File: config.mk
export PLATFORM = sky130hd
export DESIGN_NAME = pc_segmentado_ras
export DESIGN_NICKNAME = d
export VERILOG_FILES = /design/src/rtl/pc_pkg.sv /design/src/rtl/pila_retorno.sv /design/src/rtl/pc_segmentado_ras.sv
export SDC_FILE = /design/constraint.sdc
export NUM_CORES = 1
export LEC_CHECK = 0
export BUFFER_PORTS_ARGS = -buffer_cell sky130_fd_sc_hd__buf_2
export CAP_MARGIN = 20
export CORE_AREA = 2 2 143 145
export CTS_CLUSTER_DIAMETER = 200
export DETAILED_ROUTE_END_ITERATION = 12
export DIE_AREA = 0 0 145 147
export PLACE_DENSITY = 0.66
export SKIP_CTS_REPAIR_TIMING = 1
export SYNTH_ARGS = -nofsm -noshare
export SYNTH_HDL_FRONTEND = slang
export SYNTH_SLANG_ARGS = --single-unit
File: constraint.sdc
create_clock -name clk -period 5.1 [get_ports clk]
set_input_delay 0.255 -clock clk [delete_from_list [all_inputs] [get_ports clk]]
set_output_delay 0.255 -clock clk [all_outputs]
set_load 0.01 [all_outputs]
File: src/rtl/pc_pkg.sv
// rtl/pc_pkg.sv - shared constants and next-PC source encoding for the fetch PC
// Purpose: default widths/depths plus the encoding of where the next PC comes from.
// Ports: none (package).
package pc_pkg;

    localparam int ANCHO_DEF    = 32;
    localparam int PASO_DEF     = 1;
    localparam int PROF_RAS_DEF = 4;

    typedef enum logic [2:0] {
        SEQ    = 3'd0,
        BRANCH = 3'd1,
        JUMP   = 3'd2,
        CALL   = 3'd3,
        RET    = 3'd4
    } fuente_pc_t;

endpackage

File: src/rtl/pila_retorno.sv
// rtl/pila_retorno.sv - circular return-address stack
// Purpose: LIFO of return addresses; a push onto a full stack overwrites the oldest entry.
// Ports: clk, reset (sync active-low), push, pop, dato (pushed value),
//        top (current top entry), count, lleno (full), vacio (empty).
module pila_retorno
    import pc_pkg::*;
#(
    parameter int ANCHO    = ANCHO_DEF,
    parameter int PROF_RAS = PROF_RAS_DEF
) (
    input  logic                        clk,
    input  logic                        reset,
    input  logic                        push,
    input  logic                        pop,
    input  logic [ANCHO-1:0]            dato,
    output logic [ANCHO-1:0]            top,
    output logic [$clog2(PROF_RAS):0]   count,
    output logic                        lleno,
    output logic                        vacio
);

    localparam int PW = $clog2(PROF_RAS);
    localparam logic [PW-1:0] PTR_UNO = 1;
    localparam logic [PW:0]   CNT_UNO = 1;
    localparam logic [PW:0]   CNT_MAX = (PW+1)'(PROF_RAS);

    logic [ANCHO-1:0] r_mem [PROF_RAS];
    logic [PW-1:0]    r_ptr;
    logic [PW:0]      r_count;
    logic [PW-1:0]    w_ptr_sig;

    // r_ptr addresses the top entry; the pointer wraps, so a push when full
    // lands on the slot holding the oldest entry.
    assign w_ptr_sig = r_ptr + PTR_UNO;
    assign top       = r_mem[r_ptr];
    assign count     = r_count;
    assign lleno     = (r_count == CNT_MAX);
    assign vacio     = (r_count == '0);

    always_ff @(posedge clk) begin
        if (!reset) begin
            r_ptr   <= '0;
            r_count <= '0;
        end else if (push) begin
            r_mem[w_ptr_sig] <= dato;
            r_ptr            <= w_ptr_sig;
            if (!lleno) begin
                r_count <= r_count + CNT_UNO;
            end
        end else if (pop && !vacio) begin
            r_ptr   <= r_ptr - PTR_UNO;
            r_count <= r_count - CNT_UNO;
        end
    end

endmodule

File: src/rtl/pc_segmentado_ras.sv
// rtl/pc_segmentado_ras.sv - pipelined fetch PC with branches, jumps and return-address stack
// Purpose: registered fetch address advancing on accepted fetches, selecting
//          return > call > jump > taken branch > sequential.
// Ports: clk, reset (sync active-low), stall, mem_listo, SaltoCond, modo_bne, oZero,
//        extSigno, Salto, llamada, retorno, dir_salto -> direinstru, req_mem,
//        ras_vacio, ras_lleno, error_ras.
module pc_segmentado_ras
    import pc_pkg::*;
#(
    parameter int ANCHO        = ANCHO_DEF,
    parameter int PASO         = PASO_DEF,
    parameter int DESP         = 0,
    parameter int VECTOR_RESET = 0,
    parameter int PROF_RAS     = PROF_RAS_DEF
) (
    input  logic             clk,
    input  logic             reset,
    input  logic             stall,
    input  logic             mem_listo,
    input  logic             SaltoCond,
    input  logic             modo_bne,
    input  logic             oZero,
    input  logic [ANCHO-1:0] extSigno,
    input  logic             Salto,
    input  logic             llamada,
    input  logic             retorno,
    input  logic [ANCHO-1:0] dir_salto,
    output logic [ANCHO-1:0] direinstru,
    output logic             req_mem,
    output logic             ras_vacio,
    output logic             ras_lleno,
    output logic             error_ras
);

    localparam int PW = $clog2(PROF_RAS);
    localparam logic [ANCHO-1:0] PASO_W  = ANCHO'(PASO);
    localparam logic [ANCHO-1:0] RESET_W = ANCHO'(VECTOR_RESET);
    localparam logic [PW:0]      CNT_MAX = (PW+1)'(PROF_RAS);

    logic [ANCHO-1:0] r_pc;
    logic             r_req;
    logic             r_err;

    logic             w_avanzar;
    fuente_pc_t       w_fuente;
    logic             w_error;
    logic [ANCHO-1:0] w_seq;
    logic [ANCHO-1:0] w_branch;
    logic [ANCHO-1:0] w_next;
    logic [ANCHO-1:0] w_top;
    logic [PW:0]      w_count;
    logic             w_lleno;
    logic             w_vacio;
    logic             w_push;
    logic             w_pop;

    assign w_avanzar = r_req && mem_listo && !stall;
    assign w_seq     = r_pc + PASO_W;
    assign w_branch  = w_seq + (extSigno << DESP);

    // Source selection and illegal-stack detection. A return on an empty
    // stack falls back to sequential; a call alongside a return is dropped.
    always_comb begin
        w_fuente = SEQ;
        w_error  = 1'b0;
        if (retorno) begin
            if (w_vacio) begin
                w_fuente = SEQ;
                w_error  = 1'b1;
            end else begin
                w_fuente = RET;
            end
            if (llamada) begin
                w_error = 1'b1;
            end
        end else if (llamada) begin
            w_fuente = CALL;
            w_error  = w_lleno;
        end else if (Salto) begin
            w_fuente = JUMP;
        end else if (SaltoCond && (oZero ^ modo_bne)) begin
            w_fuente = BRANCH;
        end
    end

    always_comb begin
        w_next = w_seq;
        case (w_fuente)
            BRANCH:  w_next = w_branch;
            JUMP:    w_next = dir_salto;
            CALL:    w_next = dir_salto;
            RET:     w_next = w_top;
            default: w_next = w_seq;
        endcase
    end

    assign w_push = w_avanzar && (w_fuente == CALL);
    assign w_pop  = w_avanzar && (w_fuente == RET);

    pila_retorno #(
        .ANCHO    (ANCHO),
        .PROF_RAS (PROF_RAS)
    ) u_pila (
        .clk   (clk),
        .reset (reset),
        .push  (w_push),
        .pop   (w_pop),
        .dato  (w_seq),
        .top   (w_top),
        .count (w_count),
        .lleno (w_lleno),
        .vacio (w_vacio)
    );

    always_ff @(posedge clk) begin
        if (!reset) begin
            r_pc  <= RESET_W;
            r_req <= 1'b0;
            r_err <= 1'b0;
        end else begin
            r_req <= 1'b1;
            r_err <= w_avanzar && w_error;
            if (w_avanzar) begin
                r_pc <= w_next;
            end
        end
    end

    assign direinstru = r_pc;
    assign req_mem    = r_req;
    assign error_ras  = r_err;
    assign ras_vacio  = (w_count == '0);
    assign ras_lleno  = (w_count == CNT_MAX);

endmodule

==> results.toml, run 1 <==
[routing]
met3WireLength_mm = 2.15
wl_met2_mm = 12.0
drtIter0Drc = 795
remaining_drc_errors = 0
drt-pass1-iter-count = 5
vias_per_cell = 6.19
ant_nets = 0
routed_wl_mm = 26.5
wl_per_cell_microns = 22.6
vias = 7255
highest_layer = "met4"
wl_met1_mm = 11.9

[worst_setup_path]
reg2reg_from = "direinstru[2]"
critical_path_arrival_ps = 4730
r2r_setup_slack_ps = 710
required_ps = 5440
start_kind = "register"
worst_setup_path_end_kind = "register"
critical_path_class = "reg -> reg"
r2r_end = "direinstru[30]"
worstRegToRegCells = 14
crit_end = "direinstru[30]"
crit_path_start = "direinstru[2]"
cp_max_fo = 9

[placed_design]
place_congestion = 0.914
placed_area_sq_um = 10100
dp_hpwl_mm = 18.0
pre_cts_slack_ps = 793
placement.io_buffers = 109

[global_routing]
grt_pass1_vias = 7040
grt_max_degree = 43
grt_overflow = 0
grt_antenna_before_repair = 0
grtUsageTotal = 0.250
grt_first_pass_wirelength_mm = 40.5

[synth]
syn_nets = 910
synth.top_cell.area_share = 0.414
yosysMostFrequentCell = "edfxtp_1"
yosysSeqAreaShare = 0.502
synth-main-ff-cell = "edfxtp_1"
syn_avg_cell_area_sq_um = 11.8
syn_area_sq_um = 9300
yosysWarnings = 0
synth_area_leaders = "edfxtp_1, dfxtp_1, mux4_2, ha_1, xnor2_1"
async_reset_ff_frac = 0
synth_top_area_cell = "edfxtp_1"
synth_edf_count = 128
yosys_register_bits = 169
synth_cell_types = 70
netlist_top_cells_count = "edfxtp_1, nor2_1, a21oi_1, nand2_1, ha_1"
synthCells = 788

[timing]
fin_setup_tns_ps = 0
rsz0062_at_grt = "false"
hold_viol_final = 0
fin_ws_ps = 714
fin_skew_ps = 7.16
slew_headroom = 0.322
maxSlewViolCount = 0
setup_viol = 0
finalCritPeriodShare = 0.860
max_slew.worst_pin.slew_ps = 1010
fmax_mhz = 228
finalCriticalPeriod_ps = 4390

[cells_and_area]
multi_input_area_sq_um = 4420
finish.net_count = 1011
area_growth_pct = 14.8
fill_cells = 1717
seq_area_sq_um = 4670
antenna_cells = 0
stdcell_area_sq_um = 10700
drive_above_1_share = 0.225
post-route-util = 0.538

[clock_tree]
h-tree-depth = 4
clockRootBuffer = "clkbuf_16"
clkLatencyLatePin_ps = 430
cts.clk_slew.worst_paths_ps = 70
cts_made_buffers = 17
clockBufferDepth = 2
cts_tree = "yes"
clock-sinks = 169

[floorplan]
die-height_microns = 147
initial_core_util = 0.468
dieArea_sq_um = 21300
core_area_sq_um = 19800
ios = 110
fp-row-count = 52
die_w_microns = 145

[pwr]
total_power_uw = 3110
p_leak_uw = 0.00405
p_per_area_nw_per_um2 = 291
ir_worst_vdd_mv = 0.233

[min_path]
holdCritStartpoint = "llamada"
hp-class = "in -> reg"

[job]
max_cap_violations = 0

[status]
status = "completed"
-- worst min path at each step --
stage | endpoint | slack [ps] | cells past startpoint
3_3_place_gp | u_pila.count[2] | 490 | 2
2_1_floorplan | req_mem | 280 | 0
5_1_grt | error_ras | 190 | 3
4_1_cts | error_ras | 130 | 3
3_5_place_dp | u_pila.count[2] | 500 | 2
6_report | error_ras | 140 | 3
-- state kept, by name, indices dropped and copies added, names as in the netlist, named ones only --
signal / count
u_pila.r_mem: 128
direinstru: 32
u_pila.count: 3
u_pila.r_ptr: 2
error_ras: 1
req_mem: 1
-- per-stage QoR --
stage	std cells	hold WS (ps)
5_1_grt	1172	186
6_report	1172	136
2_1_floorplan	788	283
3_5_place_dp	1140	503
4_1_cts	1172	127
3_3_place_gp	1140	487
-- layout by cell type, fill, tap and decap left out, types with 3 or more instances in the layout --
cell / instances
a211oi_1: 9
a21boi_0: 4
a21o_1: 15
a21oi_1: 55
a221o_1: 18
a221oi_1: 22
a22oi_1: 8
a31oi_1: 9
and3_1: 5
and3_2: 8
buf_2: 109
buf_4: 11
clkbuf_1: 5
clkbuf_16: 17
clkinv_2: 5
dfxtp_1: 40
edfxtp_1: 128
ha_1: 46
inv_1: 18
mux2i_1: 3
mux4_2: 32
nand2_1: 55
nand3_1: 16
nand4_1: 16
nor2_1: 59
nor3_1: 6
o21a_1: 6
o21ai_0: 45
o21bai_1: 4
o31ai_1: 8
or3_1: 3
or4_1: 3
xnor2_1: 33
xor2_1: 22
-- final cells by class --
class / instances / share of cell area
clock buffers: 23 / 0.0429
clock inverters: 9 / 0.00949
inverters: 18 / 0.00633
multi-input cells: 563 / 0.414
flip-flops and latches: 169 / 0.437
well taps: 270 / 0.0316
repair buffers: 120 / 0.0588
-- power breakdown --
| part | total (uW) | internal, uW | switching, uW |
|---|---|---|---|
| clock | 1260 | 731 | 524 |
| sequential | 1510 | 1490 | 23.6 |
| combinational | 345 | 134 | 211 |
| total | 3110 | 2350 | 758 |
-- per-layer routing --
layer  track usage  vias to the layer above
met1         0.360                     3587
met2         0.388                      349
met4        0.0693                        0
met3        0.0528                       30
li1              -                     3289
met5             0                        -
-- logic make-up (layout without fill, tap and decap cells) --
logic type	Yosys count	count (layout)	share of synthesized area
xor+xnor	55	55	0.0518
mux	35	35	0.0808
simple gates	197	197	0.106
compound gates	228	228	0.167
buf+inv	56	170	0.0260
fa+ha+maj	48	48	0.0662
flops	169	169	0.502
-- critical path, cell delays in order, from the launching register on --
cell	delay, ps
dfxtp_1	480
nand4_1	240
nor4_4	630
and3_2	290
and3_1	190
xor2_1	510
ha_1	420
nand4_1	160
nor2_1	70
a211oi_1	400
o2111ai_1	150
o21ai_0	300
xnor2_1	170
a21oi_1	90
o31ai_1	210
No activity file was read; power rests on OpenSTA's default activity.
==> run 2, diff against run 1 <==
CORE_AREA = 2 2 180 182   (was 2 2 143 145)
CTS_CLUSTER_SIZE = 16   (was default)
DIE_AREA = 0 0 182 184   (was 0 0 145 147)
PLACE_DENSITY = 0.45   (was 0.66)
clock period = 5 ns   (was 5.1 ns; I/O delays follow)
==> run 2 against run 1 <==
Register-to-register slack got worse by 80 ps. Via count fell by 2.2%. Clock power rose by 7%. Combinational power rose by 4%. Sequential share of layout area fell by 0.90 points. Final cell count rose by 11%. Critical path type unchanged.
==> results.toml, run 2 (synthesis gave the netlist of run 1 again) <==
[worst_setup_path]
crit_path_start = "direinstru[2]"
path_depth = 14
required_ps = 5290
critPathSlowestCell = "or3_2"
critical_path_class = "reg -> reg"
crit_end = "direinstru[29]"
reg2reg_from = "direinstru[2]"
max_stage_delay_ps = 520
worst_setup_path_end_kind = "register"
r2r_end = "direinstru[29]"
cp_max_fo = 9
crit_family = "simple AND/OR/NAND/NOR gates"
start_kind = "register"
crit_chain = "and4_1, nand2_1, or3_2, nor3_1, xor2_1, ha_1, a21oi_1, o21bai_1, a21oi_1, o22a_1, a31oi_1, or4_1, nand4_1, a31oi_1"
critical_path_arrival_ps = 4660
crit_buf_inv = 0
r2r_setup_slack_ps = 630
worstRegToRegCells = 14

[placed_design]
place_congestion = 0.851
dp_hpwl_mm = 20.6
placement.io_buffers = 109

[min_path]
hp-class = "in -> reg"
whs_path_depth = 3

[timing]
slew_headroom = 0.267
max_slew.worst_pin.slew_ps = 1100
fin_setup_tns_ps = 0
hold_slack_ps = 90.8
finalCritPeriodShare = 0.874
setup_viol = 0
fin_skew_ps = 18.3
maxSlewViolCount = 0
finalCriticalPeriod_ps = 4370
rsz0062_at_grt = "false"
hold_viol_final = 0
fmax_mhz = 229

[cells_and_area]
antenna_cells = 0
finish.net_count = 1013
fill_cells = 3194
top_register = "u_pila.r_mem"
layout_common_cells = "edfxtp_1, buf_2, nor2_1"
post-route-util = 0.347
area_growth_pct = 17.3
drive_above_1_share = 0.233
largest_reg_flops = 128
final_common_cell = "edfxtp_1"

[clock_tree]
cts.clk_slew.worst_paths_ps = 80
cts_made_buffers = 17
cts_tree = "yes"
h-tree-depth = 4
clock-sinks = 169
clockBufferDepth = 2
clkLatencyLatePin_ps = 450
clockRootBuffer = "clkbuf_16"

[global_routing]
grt_overflow = 0
grt_pass1_vias = 7009
grt_first_pass_wirelength_mm = 45.2
grtUsageTotal = 0.182
grt_max_degree = 42
grt_antenna_before_repair = 0

[routing]
vias_per_cell = 5.43
drtIter0Drc = 600
drt-pass1-iter-count = 5
ant_nets = 0
remaining_drc_errors = 0
routed_wl_mm = 30.2
vias = 7095
wl_per_cell_microns = 23.1

[pwr]
ir_worst_vdd_mv = 0.218
p_per_area_nw_per_um2 = 298
p_leak_uw = 0.00408

[floorplan]
die-height_microns = 184
dieArea_sq_um = 33500
fp-row-count = 65
initial_core_util = 0.296
die_w_microns = 182
ios = 110
core_area_sq_um = 31400

[job]
max_cap_violations = 0

[status]
status = "completed"
==> run 2: cell count changes in the layout (fill, tap and decap cells not counted), sizes merged <==
cell    previous run  this run
clkbuf            23        18
bufinv             2         0
clkinv             5         7
buf              120       122
inv               19        24
==> run 2: layer usage <==
metal / global-route usage / share of wire / vias up
met1: 0.260 / 0.48 / 3568
li1: - / - / 3309
met5: 0 / 0 / -
met4: 0.0429 / 0.011 / 0
met2: 0.291 / 0.46 / 197
met3: 0.0281 / 0.045 / 21
==> run 2: cell type report <==
cell class,instances,area (sq um),share of cell area
multi-input combinational,563,4420,0.405
inverter,18,67.6,0.00620
clock buffer,18,450,0.0413
clock inverter,14,154,0.0141
timing repair buffer,122,643,0.0590
sequential,169,4670,0.428
tap,402,503,0.0461
==> run 2: report_power, final <==
group | internal [uW] | switching (uW) | total, uW
Combinational | 139 | 222 | 360
Clock | 696 | 650 | 1350
Sequential | 1520 | 26.1 | 1540
==> run 2: worst min-delay path: stages <==
cell	delay (ps)
buf_2	100
o22ai_1	80
nor2_1	70
==> run 2: worst min-delay path by stage <==
| stage | start | endpoint |
|---|---|---|
| 2_1_floorplan | reset | req_mem |
| 6_report | llamada | error_ras |
| 3_5_place_dp | u_pila.count[2] | u_pila.count[2] |
| 4_1_cts | llamada | error_ras |
| 5_1_grt | llamada | error_ras |
| 3_3_place_gp | u_pila.count[2] | u_pila.count[2] |
==> run 2: stage by stage <==
stage / power, uW / instances / worst slack (ps) / cell area (sq um)
final: 3250 / 1306 / 630 / 10900
after global routing: 3360 / 1306 / 207 / 10900
after CTS: 3280 / 1306 / 596 / 10900
after detailed placement: 1930 / 1274 / 607 / 10300
after global placement: 1930 / 1274 / 648 / 10300
after floorplan: 1790 / 788 / 1390 / 9300
==> run 3, diff against run 2 <==
clock period = 4.6 ns   (was 5 ns; I/O delays follow)
==> run 3 against run 2 <==
Setup slack lost 300 ps. Highest routed layer unchanged. Routed wire length grew 0.27%. Count of clock-buffer cells in the layout is 1 lower. Sequential cell count stayed put. Clock power rose by 7%.
==> results.toml, run 3 (synthesis gave the netlist of run 1 again) <==
[job]
max_cap_violations = 0

[timing]
setup_viol = 0
fin_ws_ps = 331
rsz0062_at_grt = "false"
slew_headroom = 0.287
fin_setup_tns_ps = 0
hold_viol_final = 0
finalCritPeriodShare = 0.928
fmax_mhz = 234
fin_skew_ps = 13.1
finalCriticalPeriod_ps = 4270
maxSlewViolCount = 0
max_slew.worst_pin.slew_ps = 1070

[placed_design]
place_congestion = 0.845
pre_cts_slack_ps = 360
dp.cells = 1287
dp_hpwl_mm = 21.3
placement.io_buffers = 109

[worst_setup_path]
worst_setup_path_end_kind = "register"
critical_path_arrival_ps = 4620
start_kind = "register"
reg2reg_from = "direinstru[3]"
critPathSlowestCell = "nor4_4"
worst_path_most_repeated_cell = "nand4_1"
crit_chain = "nand4_1, nor4_4, nand2_1, xnor2_1, ha_1, nand4_1, or3b_1, a211o_1, a21boi_0, nor2_1, o31ai_1, mux2i_1, a221oi_1"
max_stage_delay_ps = 620
required_ps = 4950
cp_max_fo = 7
critical_path_class = "reg -> reg"
crit_path_start = "direinstru[3]"

[routing]
drtIter0Drc = 468
vias_per_cell = 5.37
remaining_drc_errors = 0
vias = 7088
ant_nets = 0
drt-pass1-iter-count = 7
wl_per_cell_microns = 22.9
routed_wl_mm = 30.2

[floorplan]
dieArea_sq_um = 33500
die_w_microns = 182
ios = 110
die-height_microns = 184
core_area_sq_um = 31400
initial_core_util = 0.296
fp-row-count = 65

[global_routing]
grtUsageTotal = 0.185
grt_antenna_before_repair = 0
grt_max_degree = 42
grt_overflow = 0
grt_pass1_vias = 7114
grt_first_pass_wirelength_mm = 45.5

[pwr]
total_power_uw = 3520
p_leak_uw = 0.00415
ir_worst_vdd_mv = 0.240
p_per_area_nw_per_um2 = 320

[min_path]
holdCritStartpoint = "llamada"
hp-class = "in -> reg"

[cells_and_area]
largest_reg_flops = 128
antenna_cells = 0
finish.net_count = 1026
finalNonFillerCells = 1319
layout_common_cells = "edfxtp_1, buf_2, nor2_1"
area_growth_pct = 18.1
drive_above_1_share = 0.245
final_common_cell = "edfxtp_1"
top_register = "u_pila.r_mem"

[clock_tree]
cts.clk_slew.worst_paths_ps = 80
clock-sinks = 169
cts_tree = "yes"
clockRootBuffer = "clkbuf_16"
cts_made_buffers = 17
clockBufferDepth = 2
h-tree-depth = 4
clkLatencyLatePin_ps = 450

[status]
status = "completed"
[run 3: cell count changes in the layout (fill, tap and decap cells not counted)]
| cell | change |
|---|---|
| clkbuf_16 | -1 |
| clkinv_4 | +1 |
| clkinvlp_4 | -1 |
| clkinv_8 | -2 |
| inv_6 | +1 |
| inv_8 | +2 |
| xnor2_1 | -1 |
| xnor2_2 | +1 |
| buf_4 | +13 |
[run 3: final timing paths]
| kind | to | slack, ps | cells past startpoint |
|---|---|---|---|
| min | error_ras | 80 | 3 |
| min reg2reg | u_pila.count[2] | 510 | 2 |
| max reg2reg | direinstru[26] | 330 | 13 |
| max | direinstru[26] | 330 | 13 |
[run 3: routing by layer]
layer	vias to the layer above	track usage	wire (microns)
met3	22	0.0341	1540
met1	3518	0.261	14500
met2	214	0.294	13900
met4	0	0.0432	321
met5	-	0	0
li1	3334	-	-
[run 3: layout make-up]
class / count / area (sq um)
flip-flops and latches: 169 / 4670
clock buffers: 17 / 425
well taps: 402 / 503
fillers: 3161 / 20400
repair buffers: 135 / 741
clock inverters: 15 / 154
inverters: 18 / 67.6
multi-input cells: 563 / 4420
[run 3: stage by stage]
stage / area, sq um / utilization / hold WS [ps]
after global placement: 10400 / 0.331 / 489
after detailed placement: 10400 / 0.331 / 494
final: 11000 / 0.350 / 78.7
after CTS: 11000 / 0.350 / 73.7
after floorplan: 9300 / - / 258
after global routing: 11000 / 0.350 / 93.8
[run 3: report_power, final]
part | switching, uW | total [uW] | internal, uW
Combinational | 245 | 400 | 155
Clock | 718 | 1440 | 725
Sequential | 24.1 | 1670 | 1650
Total | 987 | 3520 | 2530
[run 3: worst max-delay path, delay by kind of cell, from the launching register on]
kind	cells	cell delay [ps]
and+or+nand+nor	6	1640
AOI/OAI and AO/OA	4	1130
xor gates and xnor gates	1	530
DFF	1	450
adders and majority gates	1	290
muxes	1	130
